$ cat src/rtl/avalon_st_pkt_arbiter.sv
// Packet-granular N-to-1 Avalon-ST arbiter. Round-robin by default; define
// AVST_ARB_FIXED_PRIO_EN for fixed priority (lowest asserted index wins).
module avalon_st_pkt_arbiter #(
  parameter int NUM_IN  = 4,
  parameter int DATA_W  = 32,
  parameter int EMPTY_W = 2
) (
  input  logic                        clk,
  input  logic                        reset_n,
  input  logic [NUM_IN-1:0]           in_valid,
  output logic [NUM_IN-1:0]           in_ready,
  input  logic [NUM_IN*DATA_W-1:0]    in_data,
  input  logic [NUM_IN-1:0]           in_startofpacket,
  input  logic [NUM_IN-1:0]           in_endofpacket,
  input  logic [NUM_IN*EMPTY_W-1:0]   in_empty,
  output logic                        out_valid,
  input  logic                        out_ready,
  output logic [DATA_W-1:0]           out_data,
  output logic                        out_startofpacket,
  output logic                        out_endofpacket,
  output logic [EMPTY_W-1:0]          out_empty,
  output logic [NUM_IN-1:0]           grant,
  output logic                        proto_err
);

  localparam int IDX_W = (NUM_IN > 1) ? $clog2(NUM_IN) : 1;

  typedef enum logic {IDLE, PKT} state_e;

  state_e             state_q;
  logic [NUM_IN-1:0]  grant_q;
  logic [IDX_W-1:0]   win_q;
  logic [IDX_W-1:0]   win_d;
  logic               first_beat_q;
  logic               proto_err_q;
  logic               active;
  logic               xfer;
  logic               bad_beat;

`ifdef AVST_ARB_FIXED_PRIO_EN
  always_comb begin
    // NOTE: every always_comb output gets a default first so no path leaves it unassigned (no latch).
    win_d = '0;
    for (int i = NUM_IN - 1; i >= 0; i--) begin
      if (in_valid[i]) win_d = IDX_W'(i);
    end
  end
`else
  logic [IDX_W-1:0] ptr_q;
  logic [IDX_W:0]   sum;
  logic [IDX_W-1:0] idx;
  logic             found;

  // Search starts at ptr and wraps modulo NUM_IN; the first valid requester wins.
  always_comb begin
    win_d = '0;
    found = 1'b0;
    sum   = '0;
    idx   = '0;
    for (int i = 0; i < NUM_IN; i++) begin
      sum = {1'b0, ptr_q} + (IDX_W+1)'(i);
      if (sum >= (IDX_W+1)'(NUM_IN)) sum = sum - (IDX_W+1)'(NUM_IN);
      idx = sum[IDX_W-1:0];
      if (!found && in_valid[idx]) begin
        win_d = idx;
        found = 1'b1;
      end
    end
  end
`endif

  assign active            = (state_q == PKT);
  assign out_valid         = active & in_valid[win_q];
  assign out_data          = active ? in_data[win_q*DATA_W +: DATA_W] : '0;
  assign out_startofpacket = active & in_startofpacket[win_q];
  assign out_endofpacket   = active & in_endofpacket[win_q];
  assign out_empty         = active ? in_empty[win_q*EMPTY_W +: EMPTY_W] : '0;
  assign in_ready          = grant_q & {NUM_IN{out_ready}};
  assign grant             = grant_q;
  assign proto_err         = proto_err_q;

  assign xfer     = out_valid & out_ready;
  assign bad_beat = first_beat_q ? ~out_startofpacket : out_startofpacket;

  always_ff @(posedge clk or negedge reset_n) begin
    if (!reset_n) begin
      state_q      <= IDLE;
      grant_q      <= '0;
      win_q        <= '0;
      first_beat_q <= 1'b0;
      proto_err_q  <= 1'b0;
`ifndef AVST_ARB_FIXED_PRIO_EN
      ptr_q        <= '0;
`endif
    end else begin
      // NOTE: sequential state uses non-blocking assignments so all registers update together at the edge.
      case (state_q)
        IDLE: begin
          if (|in_valid) begin
            win_q        <= win_d;
            grant_q      <= NUM_IN'(1) << win_d;
            first_beat_q <= 1'b1;
            state_q      <= PKT;
          end
        end
        PKT: begin
          if (xfer) begin
            first_beat_q <= 1'b0;
            if (bad_beat) proto_err_q <= 1'b1;
            if (out_endofpacket) begin
              state_q <= IDLE;
              grant_q <= '0;
`ifndef AVST_ARB_FIXED_PRIO_EN
              ptr_q   <= (win_q == IDX_W'(NUM_IN - 1)) ? '0 : win_q + 1'b1;
`endif
            end
          end
        end
        default: state_q <= IDLE;
      endcase
    end
  end

endmodule

$ cat config.mk
export PLATFORM = sky130hd
export DESIGN_NAME = avalon_st_pkt_arbiter
export DESIGN_NICKNAME = d
export VERILOG_FILES = /design/src/rtl/avalon_st_pkt_arbiter.sv
export SDC_FILE = /design/constraint.sdc
export NUM_CORES = 1
export LEC_CHECK = 0
export ABC_CLOCK_PERIOD_IN_PS = 2500
export CORE_UTILIZATION = 28
export CTS_BUF_LIST = sky130_fd_sc_hd__clkbuf_8 sky130_fd_sc_hd__clkbuf_16
export CTS_CLUSTER_DIAMETER = 60
export DETAILED_ROUTE_END_ITERATION = 16
export HOLD_SLACK_MARGIN = 0.03
export PLACE_DENSITY = 0.87
export REMOVE_ABC_BUFFERS = 1
export SLEW_MARGIN = 20
export SYNTH_ARGS = -nofsm -noshare
export SYNTH_HDL_FRONTEND = slang
export SYNTH_SLANG_ARGS = --single-unit
$ cat constraint.sdc
create_clock -name clk -period 2.5 [get_ports clk]
set_input_delay 0.625 -clock clk [delete_from_list [all_inputs] [get_ports clk]]
set_output_delay 0.625 -clock clk [all_outputs]
set_load 0.01 [all_outputs]
=== Word-level counts from Yosys, hierarchy flattened ===
Index checks and enable logic that the tools add are counted.

* Memories kept: 0
* Latch bits: 0
* Output and inout bits: 46
* ROM bits: 0
* Register bits: 11
* Bits in writable memories: 0

* Multiplexer cells: 40
* Multiply operators: 0
* Bitwise operators: 7
* Shift operators: 3
* Reduce and logical (&&, ||, !) cells: 12
* Add/subtract/negate cells: 8
* Divide/modulo/power cells: 0
* Order comparisons: 9
* Eq/ne operators: 4

{| class="wikitable"
|+ Operators with widths
! kind !! count
|-
| variable part select 128 x 8 -> 32 bit || 1
|-
| 2-to-1 mux 32 bit || 1
|-
| 2-to-1 mux 2 bit || 10
|-
| 2-to-1 mux 1 bit || 16
|-
| < comparator 2 x 3 -> 1 bit (second input constant) || 5
|-
| binary-select mux 1 bit (select 2 bit) || 7
|-
| 2-to-1 mux 4 bit || 3
|-
| >= comparator 3 bit (second input constant) || 3
|-
| AND reduction 3 bit || 3
|-
| case mux 4 bit (2 select lines) || 1
|-
| variable part select 8 x 4 -> 2 bit || 1
|-
| subtractor 2 x 1 -> 2 bit (second input constant) || 4
|-
| adder 2 x 2 -> 3 bit (second input constant) || 2
|-
| AND 1 bit || 4
|-
| AND 4 bit || 1
|-
| != test 2 bit (second input constant) || 2
|-
| case mux 1 bit (2 select lines) || 2
|-
| AND reduction 2 bit || 2
|-
| OR reduction 4 bit || 1
|-
| left shift 1 x 2 -> 4 bit (first input constant) || 1
|-
| adder 2 x 1 -> 3 bit (second input constant) || 1
|-
| >= comparator 2 x 3 -> 1 bit (second input constant) || 1
|-
| logical AND 1 bit || 3
|-
| zero test 1 bit || 3
|-
| other kinds (4) || 5
|}

=== Depth between registers and ports, before layout ===
* Depth in word-level cells: 17
* Depth in mapped cells: 5
* Mapped depth without buffers: 4

=== Worst setup path after synthesis ===
OpenSTA, ideal clock, no wires.

* Kind: reg-to-output
* Start: reg win_q[0]
* End: out out_data[10]
* Cell stages (with the launch flop): 5
* Arrival: 1.461 ns
* Path slack: 0.414 ns
* Path through: dfrtp_1 -> buf_6 -> buf_6 -> mux4_2 -> and2_1

* Longest elaborated chain between the ends: 2

{| class="wikitable"
|+ Ends and longest elaborated chain
! item !! RTL line !! source
|-
| start, declared || 32 || <nowiki>logic [IDX_W-1:0] win_q;</nowiki>
|-
| start signal, assigned || 100 || <nowiki>win_q <= win_d;</nowiki>
|-
| variable part select 128 x 8 -> 32 bit || 74 || <nowiki>assign out_data = active ? in_data[win_q*DATA_W +: DATA_W] : '0;</nowiki>
|-
| 2-to-1 mux 32 bit || 74 ||
|-
| end, declared || 18 || <nowiki>output logic [DATA_W-1:0] out_data,</nowiki>
|}

No other way between the ends.

=== Worst setup path in the final report ===
* Start: in in_data[112]
* End: out out_data[16]

* Longest elaborated chain between the ends: 2

{| class="wikitable"
|+ Ends and longest elaborated chain
! item !! RTL line !! source
|-
| start, declared || 12 || <nowiki>input logic [NUM_IN*DATA_W-1:0] in_data,</nowiki>
|-
| variable part select 128 x 8 -> 32 bit || 74 ||
|-
| 2-to-1 mux 32 bit || 74 ||
|}

No other way between the ends.

==> results_dict.tcl <==
set metrics [dict create \
    synth-edff-count 0 \
    syn_to_final_growth_pct 114 \
    synthArstFlopShare 1.00 \
    wire_per_inst_um 18.9 \
    finalCritPeriodShare 0.993 \
    required_ns 1.88 \
    cts.sinks 11 \
    setup_viol 0 \
    ir_worst_vdd_mv 0.380 \
    period_needed_ns 2.48 \
    clk_pin_slew_ns 0.05 \
    drive_above_1_share 0.293 \
    synth_largest_area_cell "mux4_2" \
    cpPeakStageDelay_ns 0.50 \
    rsz0062_at_grt "no" \
    insertion_delay_ns 0.24 \
    worstHoldPathType "flop to flop" \
    wirelength_um 7940 \
    synth_cell_types 34 \
    start_util 0.292 \
    synth_cells 143 \
    synth_ff_type "dfrtp_1" \
    use_met1 0.216 \
    drc 0 \
    grt_busiest_layer "met2" \
    power.leakage_nw 1.48 \
    setup_tns_ns 0 \
    num_vias 2100 \
    cts-root-buf "clkbuf_8" \
    synthTopCellsByArea "mux4_2, dfrtp_1, and2_1" \
    crit_type "input pin to output port" \
    ys_ff_latch 11 \
    met3_usage 0.0506 \
    final_common_cell "clkdlybuf4s50_1" \
    die_w_um 80.8 \
    nNetsFinal 498 \
    path_cells "clkdlybuf4s50_1 > mux4_2 > and2_4 > buf_2" \
    hpwl_um 6720 \
    viasPerCell 5.00 \
    antennaDiodeCount 0 \
    cp-end-kind "output port" \
    hold_slack_ns 0.477 \
    ios 197 \
    core_area_um2 5960 \
    finalHoldViolCount 0 \
    rows 28 \
    grt_overflow_total 0 \
    drv_cap 0 \
    htree_levels 1 \
    place.gp.congestion 0.818 \
    grt_max_degree 32 \
    outcome "finished clean" \
    skew_ns 0.00287 \
    placed_cell_area_um2 3840 \
    crit_fanout 1 \
    crit_arrival_ns 1.86 \
    avgSynthCellArea_um2 12.2 \
    dp_slack_ns -0.338 \
    port_buffers 196 \
    yosysTopAreaCellShare 0.466 \
    final_cell_mix "clkdlybuf4s50_1, mux4_2, and2_1" \
    cp-start-kind "input pin" \
    cts_buffers 3 \
    grt_pass1_wl_um 11400 \
    power.density_nw_per_um2 774 \
    die_h_um 80.8 \
    dr.pass1.iters 4 \
    die_area_um2 6540 \
    relSlewSlack 0.668 \
    cp_slowest_cell "mux4_2" \
    max_freq_ghz 0.403 \
    drtIter0Drc 45 \
    grt_util_met2 0.472 \
    grt_util_all_layers 0.233 \
    synthesis.area_um2 1740 \
    drv_slew 0 \
    antenna_left 0 \
    grt_antenna_before_repair 0 \
    tritoncts "built" \
    clk_path_buf_depth 2 \
    tightest_slew_ns 0.496 \
    synth_seq_area_share 0.158 \
    grt_pass1_vias 2268 \
    ctsHoldBuffers 0 \
    post-route-cell-area_um2 3730 \
    yosys_warnings 0 \
    fin_ws_ns 0.0166 \
]
metal layers:
layer / part of all wire / vias to the layer above
met3: 0.084 / 24
li1: - / 970
met5: 0 / -
met1: 0.33 / 999
met4: 0.039 / 0
met2: 0.55 / 107
sequential cells by signal, summed over array words and instances (netlist names):
register,cells
win_q,2
first_beat_q,1
proto_err,1
active,1
grant,4
ptr_q,2
critical path, delay by kind of cell:
| kind | cells | cell delay [ns] |
|---|---|---|
| buf+inv | 2 | 0.54 |
| simple gates | 1 | 0.18 |
| mux | 1 | 0.50 |
cell families (layout without fill, tap and decap cells):
group | after synthesis | after routing | share of synthesized area
adders and majority gates | 1 | 1 | 0.00719
xor gates and xnor gates | 1 | 1 | 0.00503
buffers and inverters | 17 | 219 | 0.0661
DFF | 11 | 11 | 0.158
muxes | 39 | 39 | 0.494
and+or+nand+nor | 58 | 58 | 0.204
AOI/OAI and AO/OA | 16 | 16 | 0.0654
Yosys cell counts (all sizes together) (2+ instances only):
cell     n
and2    41
mux4    37
dfrtp   11
clkbuf   7
buf      6
inv      4
nand3    4
a21oi    3
nand2    3
o21ai    3
a21boi   2
mux2     2
nor2     2
nor2b    2
o31ai    2
o32ai    2
final cells by class:
class | instances | area [µm²]
fillers | 531 | 2230
repair buffers | 211 | 1940
multi-input cells | 115 | 1350
flip-flops and latches | 11 | 277
well taps | 75 | 93.8
clock buffers | 3 | 41.3
inverters | 4 | 15.0
clock inverters | 1 | 3.75
power by group:
| group | switching [mW] | total [mW] | internal, mW |
|---|---|---|---|
| Clock | 0.0637 | 0.171 | 0.108 |
| Combinational | 1.00 | 2.40 | 1.39 |
| Sequential | 0.0681 | 0.319 | 0.251 |
| Total | 1.14 | 2.89 | 1.75 |
stage by stage:
step / cells / utilization / power, mW
after floorplan: 130 / - / 1.65
after global placement: 415 / 0.645 / 2.98
after detailed placement: 415 / 0.645 / 3.04
after CTS: 419 / 0.636 / 2.99
after global routing: 420 / 0.626 / 3.09
final: 420 / 0.626 / 2.89
repair_timing:
item	4_1_cts	5_1_grt
pin swaps	1	2
buffers inserted	0	1
endpoints found under the setup margin	37	21
resized for setup	130	21
worst paths after layout:
kind / from / to / slack [ns] / cells after the start
max: in_data[112] / out_data[16] / 0.02 / 4
min: proto_err / proto_err / 0.48 / 1
max reg2reg: win_q[0] / ptr_q[0] / 0.51 / 6
min reg2reg: proto_err / proto_err / 0.48 / 1
max in group asynchronous: reset_n / win_q[0] / 1.41 / 1
min in group asynchronous: reset_n / grant[2] / 0.72 / 1
(Power assumes the default switching activity.)
